## src/rtl/crc_pkg.sv

```systemverilog
// Shared CRC-32 definitions used by the generator and checker blocks.
package crc_pkg;

  localparam int DATA_W_DEF = 5;
  localparam int CRC_W_DEF  = 32;
  localparam logic [31:0] CRC32_POLY = 32'h04C11DB7;

  typedef enum logic [1:0] {
    IDLE  = 2'd0,
    SHIFT = 2'd1,
    DONE  = 2'd2
  } chk_state_t;

endpackage

```

## src/rtl/crc_32_div_step.sv

```systemverilog
// One bit of polynomial long division: shift the next codeword bit into the
// remainder and reduce by POLY when the bit falling off the top is set.
module crc_32_div_step #(
  parameter int CRC_W = 32,
  parameter logic [CRC_W-1:0] POLY = 32'h04C11DB7
) (
  input  logic [CRC_W-1:0] r,
  input  logic             b,
  output logic [CRC_W-1:0] r_next
);

  logic [CRC_W-1:0] shifted;

  assign shifted = {r[CRC_W-2:0], b};

  generate
    for (genvar gi = 0; gi < CRC_W; gi++) begin : g_bit
      assign r_next[gi] = shifted[gi] ^ (r[CRC_W-1] & POLY[gi]);
    end
  endgenerate

endmodule

```

## src/rtl/crc_32_check.sv

```systemverilog
// Serial CRC-32 checker: divides a {data, crc} codeword by POLY one bit per
// clock and reports the syndrome, pass/fail, recovered data and error count.
module crc_32_check
  import crc_pkg::*;
#(
  parameter int DATA_W = DATA_W_DEF,
  parameter int CRC_W  = CRC_W_DEF,
  parameter logic [CRC_W-1:0] POLY = CRC32_POLY,
  parameter int CNT_W  = 16
) (
  input  logic                    clk,
  input  logic                    rst,
  input  logic                    in_valid,
  output logic                    in_ready,
  input  logic [DATA_W+CRC_W-1:0] code_in,
  output logic                    out_valid,
  input  logic                    out_ready,
  output logic                    crc_ok,
  output logic [CRC_W-1:0]        syndrome,
  output logic [DATA_W-1:0]       data_out,
  output logic [CNT_W-1:0]        err_cnt
);

  localparam int CODE_W   = DATA_W + CRC_W;
  localparam int CNT_BITS = $clog2(CODE_W);
  localparam logic [CNT_BITS-1:0] LAST_BIT = CNT_BITS'(CODE_W - 1);

  chk_state_t           state_reg;
  logic [CODE_W-1:0]    shift_reg;
  logic [CRC_W-1:0]     r_reg;
  logic [CRC_W-1:0]     r_next;
  logic [CNT_BITS-1:0]  bit_cnt_reg;
  logic [DATA_W-1:0]    data_cap_reg;
  logic                 crc_ok_reg;
  logic [CRC_W-1:0]     syndrome_reg;
  logic [DATA_W-1:0]    data_out_reg;
  logic [CNT_W-1:0]     err_cnt_reg;

  crc_32_div_step #(
    .CRC_W (CRC_W),
    .POLY  (POLY)
  ) u_div_step (
    .r      (r_reg),
    .b      (shift_reg[CODE_W-1]),
    .r_next (r_next)
  );

  always_ff @(posedge clk) begin
    if (!rst) begin
      state_reg    <= IDLE;
      shift_reg    <= '0;
      r_reg        <= '0;
      bit_cnt_reg  <= '0;
      data_cap_reg <= '0;
      crc_ok_reg   <= 1'b0;
      syndrome_reg <= '0;
      data_out_reg <= '0;
      err_cnt_reg  <= '0;
    end else begin
      case (state_reg)
        IDLE: begin
          if (in_valid) begin
            shift_reg    <= code_in;
            data_cap_reg <= code_in[CODE_W-1 -: DATA_W];
            r_reg        <= '0;
            bit_cnt_reg  <= '0;
            state_reg    <= SHIFT;
          end
        end
        SHIFT: begin
          shift_reg   <= shift_reg << 1;
          r_reg       <= r_next;
          bit_cnt_reg <= bit_cnt_reg + CNT_BITS'(1);
          // Results are latched from the step output so the last bit is included.
          if (bit_cnt_reg == LAST_BIT) begin
            state_reg    <= DONE;
            syndrome_reg <= r_next;
            crc_ok_reg   <= (r_next == '0);
            data_out_reg <= data_cap_reg;
            if ((r_next != '0) && (err_cnt_reg != {CNT_W{1'b1}})) begin
              err_cnt_reg <= err_cnt_reg + CNT_W'(1);
            end
          end
        end
        DONE: begin
          if (out_ready) begin
            state_reg <= IDLE;
          end
        end
        default: state_reg <= IDLE;
      endcase
    end
  end

  assign in_ready  = (state_reg == IDLE);
  assign out_valid = (state_reg == DONE);
  assign crc_ok    = crc_ok_reg;
  assign syndrome  = syndrome_reg;
  assign data_out  = data_out_reg;
  assign err_cnt   = err_cnt_reg;

endmodule

```

## config.mk

```make
export PLATFORM = sky130hd
export DESIGN_NAME = crc_32_check
export DESIGN_NICKNAME = d
export VERILOG_FILES = /design/src/rtl/crc_pkg.sv /design/src/rtl/crc_32_div_step.sv /design/src/rtl/crc_32_check.sv
export SDC_FILE = /design/constraint.sdc
export NUM_CORES = 1
export LEC_CHECK = 0
export BUFFER_PORTS_ARGS = -buffer_cell sky130_fd_sc_hd__buf_2
export CELL_PAD_IN_SITES_DETAIL_PLACEMENT = 0
export CELL_PAD_IN_SITES_GLOBAL_PLACEMENT = 2
export CORE_MARGIN = 2
export CORE_UTILIZATION = 35
export DETAILED_ROUTE_END_ITERATION = 16
export PLACE_DENSITY = 0.87
export SKIP_LAST_GASP = 1
export SLEW_MARGIN = 20
export SYNTH_ARGS = -nofsm -noshare
export SYNTH_HDL_FRONTEND = slang
export SYNTH_HIERARCHICAL = 1
export SYNTH_SLANG_ARGS = --single-unit
export TNS_END_PERCENT = 1
```

## constraint.sdc

```tcl
create_clock -name clk -period 3.9 [get_ports clk]
set_input_delay 0.195 -clock clk [delete_from_list [all_inputs] [get_ports clk]]
set_output_delay 0.195 -clock clk [all_outputs]
set_load 0.02 [all_outputs]
```

**Word level (Yosys, flattened, before mapping)**

Cells that the tools add are included.

- Bits in registers: 136
- Output and inout bits: 56

- Add/subtract/negate cells: 2
- Equality and inequality tests: 7
- Mux-type cells: 10
- Bitwise operators: 14
- Reductions and logical operators: 10

Operator list:

| kind | count |
|---|---|
| one-hot mux 37 bit (2 select lines) | 1 |
| one-hot mux 32 bit (2 select lines) | 1 |
| 2-to-1 mux 37 bit | 1 |
| zero test 32 bit | 1 |
| 2-to-1 mux 32 bit | 1 |
| nonzero test 32 bit | 1 |
| adder 16 x 1 -> 16 bit, second input constant | 1 |
| != test 16 bit, second input constant | 1 |
| bitwise XOR 1 bit | 14 |
| one-hot mux 6 bit (2 select lines) | 1 |
| adder 6 x 1 -> 6 bit, second input constant | 1 |
| equality test 6 bit, second input constant | 1 |
| 2-to-1 mux 2 bit | 3 |
| 2-to-1 mux 6 bit | 1 |
| one-hot mux 2 bit (3 select lines) | 1 |
| AND reduction 2 bit | 3 |
| AND reduction 3 bit | 2 |
| != test 2 bit, second input constant | 2 |
| equality test 2 x 1 -> 1 bit, second input constant | 1 |
| equality test 2 bit, second input constant | 1 |
| zero test 2 bit | 1 |
| != test 2 x 1 -> 1 bit, second input constant | 1 |
| nonzero test 2 bit | 1 |
| logical AND 1 bit | 1 |

**Depth between registers and ports, before layout**

Gate-level depths: netlist (run 1).

- Word-level depth: 4
- Mapped depth: 10
- Mapped depth without buffers: 7

**Modules after synthesis**

Netlist (run 1), hierarchy kept.

By module, submodules not included:

| module | instances | cells each | area an instance (µm²) |
|---|---|---|---|
| crc_32_check | 1 | 645 | 5346.4 |
| crc_32_div_step | 1 | 34 | 289.0 |

**Least setup slack after synthesis (run 1)**

Ideal clock, no wire load.

- Path kind: reg2reg
- Start: reg r_reg[31]
- End: reg err_cnt_reg[3] (netlist: err_cnt[3])
- Data arrival time: 1882 ps
- Data required time: 3772 ps
- Path slack: 1891 ps
- Stages on the path, launching flop included: 11
- Path buffers: 3
- Path through: dfxtp_1 buf_6 buf_12 xor2_1 nor4_1 nand4_1 o21ai_2 buf_6 nor3_2 xnor2_1 nor2_1

- Cells in the longest elaborated chain, start to end: 4
- Elaborated cells between the ends (all ways): 17

Ends and longest elaborated chain:

| what | line | RTL |
|---|---|---|
| start: declaration | crc_32_check.sv:30 | `logic [CRC_W-1:0] r_reg;` |
| start signal: assignment | crc_32_check.sv:72 | `r_reg <= r_next;` |
| bitwise XOR 1 bit | crc_32_div_step.sv:18 | `assign r_next[gi] = shifted[gi] ^ (r[CRC_W-1] & POLY[gi]);` |
| via r_next[16] | crc_32_check.sv:31 | `logic [CRC_W-1:0] r_next;` |
| nonzero test 32 bit | crc_32_check.sv:80 | `if ((r_next != '0) && (err_cnt_reg != {CNT_W{1'b1}})) begin` |
| logical AND 1 bit | crc_32_check.sv:80 |  |
| AND reduction 3 bit (no source line) | -- |  |
| end signal: assignment | crc_32_check.sv:81 | `err_cnt_reg <= err_cnt_reg + CNT_W'(1);` |
| end: declaration | crc_32_check.sv:37 | `logic [CNT_W-1:0] err_cnt_reg;` |

The timed path passes the listed nets, and every way through them passes these cells.
A chain may end at the register's enable or synchronous reset.

**Worst setup path after layout (run 1)**

- Start: reg r_reg[31]
- End: reg err_cnt_reg[4] (netlist: err_cnt[4])

The elaborated chain is that of the path after synthesis.

==> results of run 1 <==
## through the flow
step,worst slack [ps],hold WS [ps],cell area (um^2)
floorplan,1890,331,5640
global placement,1220,443,6080
detailed placement,1100,444,6080
CTS,1080,27.3,6630
global route,889,39.8,6630
finish,1100,38.4,6630
## where the power goes
group / total (uW) / switching (uW) / internal (uW) / leakage [uW]
sequential: 1440 / 18.3 / 1420 / 0.00110
combinational: 164 / 111 / 53.3 / 0.00117
clock: 1500 / 555 / 949 / 0.000272
total: 3110 / 684 / 2430 / 0.00255
## how the worst max path moves through the flow
stage | startpoint | to | slack, ps | depth (start not counted)
floorplan | r_reg[31] | err_cnt[3] | 1890 | 10
global placement | r_reg[31] | err_cnt[8] | 1220 | 8
detailed placement | r_reg[31] | err_cnt[8] | 1100 | 8
CTS | r_reg[31] | err_cnt[4] | 1080 | 8
global route | r_reg[31] | err_cnt[4] | 890 | 8
finish | r_reg[31] | err_cnt[4] | 1100 | 8
## cell usage in the layout, fill, tap and decap left out, types with 4 or more instances in the layout
cell / n
xnor2_1: 11
a31oi_1: 5
dfxtp_1: 136
o221ai_1: 9
clkbuf_1: 4
buf_4: 9
a21oi_1: 106
clkbuf_8: 5
nor2_1: 40
nand3_1: 43
clkbuf_16: 17
nand2_1: 162
xor2_1: 14
nand2b_1: 5
mux2i_1: 4
nor4_1: 8
a22oi_1: 22
nand4_1: 6
buf_2: 96
## kinds of logic (layout without fill, tap and decap cells)
logic type      Yosys count  count (layout)  synth area share [%]
fa+ha+maj                 3               3                 0.666
compound gates          147             147                  14.9
simple gates            292             292                  24.4
buf+inv                  71             137                  6.95
flops                   136             136                  48.3
mux                       5               5                 0.910
xor+xnor                 25              25                  3.89
## per-layer routing
metal / global-route usage, % / routed length (um) / up-vias
li1: - / - / 2399
met1: 20.2 / 6230 / 2281
met2: 25.4 / 6130 / 109
met3: 4.36 / 652 / 13
met4: 5.44 / 172 / 0
met5: 0 / 0 / -
## worst max-delay path, cell delays in order, from the launching register on
cell	delay, ps
dfxtp_1	850
xor2_1	230
nor4_1	400
nand4_1	190
o21ai_2	460
buf_4	300
nor3_2	70
xnor2_1	140
nor2_1	60
## final cells by class
type                            instances  area, um^2
Clock buffer                           26         509
Sequential cell                       136        2720
Tap cell                              216         270
Timing Repair Buffer                  105         548
Inverter                                3        12.5
Clock inverter                          3        40.0
Multi-Input combinational cell        472        2530
Fill cell                            1607        9200
==> flow_summary.json, run 1 <==
{
  "setup_tns_ps": 0,
  "synthTopCellsByArea": "dfxtp_1 48%, nand2_1 11%, a21oi_1 9.4%",
  "cts_buffer_depth": 2,
  "critPathRequiredTime_ps": 4200,
  "rsz0062_at_grt": "no",
  "dpl.cell_count": 932,
  "cp-start-kind": "flip-flop",
  "relSlewSlack_pct": 31.6,
  "drt_iter0_drc": 256,
  "cp_max_fo": 15,
  "critical_path_class": "reg -> reg",
  "syn_area_um2": 5640,
  "synth_edf_count": 0,
  "synth_top_cell_by_area": "dfxtp_1",
  "path_clk_slew_ps": 60,
  "leakagePower_uw": 0.00255,
  "ys_seq_area_share_pct": 48.3,
  "gp_congestion": 0.779,
  "antenna_found_initial": 0,
  "min_from": "code_in[0]",
  "final-max-slew-violation-count": 0,
  "finalCriticalPeriod_ps": 2800,
  "postSynthCellCount": 679,
  "core_um2": 15800,
  "vias_per_cell": 5.00,
  "grt_max_degree": 65,
  "critPathCaptureType": "flip-flop",
  "ctsHoldBuffers": 0,
  "layout-drive-gt1-share_pct": 20.5,
  "root_buffer": "clkbuf_16",
  "vias": 4802,
  "ant_nets": 0,
  "ys_warn_count": 6,
  "syn_avg_cell_area_um2": 8.30,
  "fin_skew_ps": 11.8,
  "cts_tree": "built",
  "cts_made_buffers": 17,
  "r2r_setup_slack_ps": 1100,
  "ctsResizeCount": 0,
  "wl_per_cell_um": 13.7,
  "synth_commonest_cells": "163 x nand2_1, 136 x dfxtp_1, 106 x a21oi_1",
  "drt-pass1-iter-count": 5,
  "p_per_area_nw_per_um2": 469,
  "overflow": 0,
  "worst_r2r_path_depth": 8,
  "p_total_uw": 3110,
  "async_flop_share_pct": 0,
  "dieHeight_um": 131,
  "worst-slew-pin-transition_ps": 1020,
  "largest_register_ffs": 37,
  "irDropWorstVdd_uv": 320,
  "grt_pass1_vias": 4492,
  "fp-row-count": 46,
  "max_freq_mhz": 357,
  "drc": 0,
  "hpwl_um": 8630,
  "holdPathStages": 3,
  "fin_nets": 779,
  "synth_most_common_cell": "nand2_1",
  "wirelength_um": 13200,
  "outcome": "completed",
  "io_buffers": 96,
  "cts_setup_buffers": 0,
  "min_to": "shift_reg[0]",
  "ys_ff_latch": 136,
  "die_area_um2": 17100,
  "die_x_um": 131,
  "fin_cells": 961,
  "r2r_end": "err_cnt[4]",
  "start_util_pct": 35.6,
  "utilization_pct": 41.9,
  "grt_pass1_wl_um": 21300,
  "areaGrowthSynthToFinish_pct": 17.7,
  "max_cap_violations": 0,
  "arrival_ps": 3100,
  "antenna_cells": 0,
  "ys.flop_type": "dfxtp_1",
  "h-tree-depth": 4,
  "holdCritPathClass": "in -> reg",
  "io_pins": 97,
  "final_hold_viol_count": 0,
  "r2r-start": "r_reg[31]",
  "timing.final.crit_share_pct": 71.9,
  "setup_viol": 0,
  "yosysUniqueCellTypes": 42,
  "grt_use_total_pct": 15.7,
  "clk_latency_ps": 420,
  "clock_sinks": 136,
  "netlist.area_leader.share_pct": 48.3,
  "syn_nets": 723
}
Power figures use the tool's default switching activity.
==> run 2: changes to the inputs <==
CORE_UTILIZATION = 33   (was 35)
PLACE_DENSITY = 0.83   (was 0.87)
clock period = 2.8 ns   (was 3.9 ns; I/O delays follow)
==> run 2 against run 1 <==
  * Final area is 2.4% higher
  * Routed wire length is 2.0% higher
  * Critical path type unchanged
  * Register-to-register slack worse by 720 ps
  * Clock power is 37% higher
  * Highest routed layer unchanged
  * Non-clock buffer count is 17 higher
==> flow_summary.json, run 2 (synthesized netlist as in run 1, its figures left out) <==
{
  "dieHeight_um": 135,
  "layout_commonest_cell": "nand2_1",
  "path_clk_slew_ps": 60,
  "max_freq_mhz": 412,
  "io_buffers": 96,
  "crit_chain": "buf_4 > xor2_1 > nor4_1 > nand4_1 > o21ai_2 > buf_4 > nor2_1 > nand4_1 > mux2i_1",
  "fp-row-count": 47,
  "fin_ws_ps": 371,
  "multiInputGateArea_um2": 2530,
  "grt_use_total_pct": 15.1,
  "cp-startpoint": "r_reg[31]",
  "start_util_pct": 33.9,
  "layout-drive-gt1-share_pct": 21.1,
  "regArea_um2": 2720,
  "cp_max_fo": 13,
  "holdCritPathClass": "in -> reg",
  "gr-usage-met3_pct": 4.99,
  "r2r-start": "r_reg[31]",
  "cp-start-kind": "flip-flop",
  "drt-pass1-iter-count": 4,
  "cpPeakStageDelay_ps": 460,
  "grt.busiest_layer": "met2",
  "io_pins": 97,
  "areaGrowthSynthToFinish_pct": 20.6,
  "critPathCaptureType": "flip-flop",
  "ctsResizeCount": 0,
  "final_cell_mix": "162 x nand2_1, 136 x dfxtp_1, 106 x a21oi_1, 96 x buf_2, 43 x nand3_1",
  "rsz0062_at_grt": "no",
  "h-tree-depth": 4,
  "relSlewSlack_pct": 56.8,
  "cts_made_buffers": 17,
  "timing.final.crit_share_pct": 86.8,
  "finalCriticalPeriod_ps": 2430,
  "drc": 0,
  "arrival_ps": 2790,
  "die_x_um": 135,
  "leakagePower_uw": 0.00262,
  "r2r_end": "err_cnt[14]",
  "worst_r2r_path_depth": 9,
  "clock_sinks": 136,
  "antenna_found_initial": 0,
  "outcome": "completed",
  "fillers": 1710,
  "fin_nets": 796,
  "r2r_setup_slack_ps": 370,
  "grt_pass1_wl_um": 22200,
  "final-max-slew-violation-count": 0,
  "hpwl_um": 8750,
  "grt_max_degree": 63,
  "critical_path_class": "reg -> reg",
  "worst_path_max_delay_cell": "dfxtp_1",
  "drt_iter0_drc": 300,
  "max_cap_violations": 0,
  "fin_skew_ps": 10.2,
  "gp_congestion": 0.779,
  "final_hold_viol_count": 0,
  "setup_tns_ps": 0,
  "p_per_area_nw_per_um2": 634,
  "wirelength_um": 13400,
  "largest_register_ffs": 37,
  "overflow": 0,
  "antenna_cells": 0,
  "met1_usage_pct": 18.8,
  "root_buffer": "clkbuf_16",
  "use_met2_pct": 24.4,
  "cts_tree": "built",
  "vias_per_cell": 4.89,
  "core_um2": 16600,
  "setup_viol": 0,
  "irDropWorstVdd_uv": 390,
  "clk_latency_ps": 420,
  "die_area_um2": 18100,
  "wl_per_cell_um": 13.7,
  "place_ws_ps": 324,
  "vias": 4801,
  "cts_buffer_depth": 2,
  "ant_nets": 0,
  "grt_pass1_vias": 4610,
  "critPathRequiredTime_ps": 3160,
  "worst-slew-pin-transition_ps": 648,
  "crit_end": "err_cnt[14]"
}
## run 2: cell count changes in the layout (fill, tap and decap cells not counted), sizes merged
| cell | change |
|---|---|
| buf | +5 |
| dlygate4sd3 | +12 |
| clkinv | +4 |
| clkinvlp | +2 |
| clkbuf | -6 |
## run 2: worst min path at each step
stage | from | endpoint | slack [ps] | depth (start not counted)
after CTS | code_in[2] | shift_reg[2] | 0.3 | 3
after global placement | code_in[0] | shift_reg[0] | 410 | 3
final | code_in[11] | shift_reg[11] | 10 | 3
after detailed placement | out_ready | state_reg[1] | 410 | 3
after floorplan | code_in[0] | shift_reg[0] | 280 | 2
after global routing | code_in[11] | shift_reg[11] | 6 | 3
## run 2: power by group
| group | switching (uW) | internal [uW] |
|---|---|---|
| clock | 805 | 1240 |
| combinational | 158 | 92.3 |
| sequential | 25.6 | 1980 |
## run 2: repair_timing
item	in CTS	in global routing
hold buffers	12	0
setup buffers	0	0
endpoints found under the hold margin	14	0
## run 2: cell type report
class,count,share of cell area (%)
Tap cell,220,4.05
Clock buffer,20,6.72
Multi-Input combinational cell,472,37.2
Inverter,3,0.184
Timing Repair Buffer,122,10.6
Sequential cell,136,40.1
Clock inverter,9,1.16
## run 2: metrics by stage
| stage | hold WS, ps | util, % | instance area (um^2) | power, uW | std cells |
|---|---|---|---|---|---|
| after global placement | 406 | 36.9 | 6140 | 2280 | 941 |
| after CTS | 0.276 | 40.8 | 6790 | 4380 | 982 |
| after floorplan | 276 | - | 5640 | 2210 | 679 |
| final | 13.7 | 40.8 | 6790 | 4310 | 982 |
| after global routing | 6.36 | 40.8 | 6790 | 4480 | 982 |
| after detailed placement | 410 | 36.9 | 6140 | 2290 | 941 |
## run 2: critical path: cells and delay by family (launching register included)
| kind | cells | cell delay [ps] |
|---|---|---|
| multiplexers | 1 | 190 |
| XOR/XNOR | 1 | 130 |
| AO/OA/AOI/OAI | 1 | 180 |
| flip-flops | 1 | 460 |
| AND/OR/NAND/NOR | 4 | 830 |
| buffers and inverters | 2 | 560 |
## run 2: layer usage
layer / part of all wire [%] / vias to the layer above / wire length (um)
li1: - / 2437 / -
met1: 46 / 2239 / 6240
met2: 47 / 109 / 6310
met3: 5.5 / 16 / 737
met4: 1.2 / 0 / 165
met5: 0 / - / 0
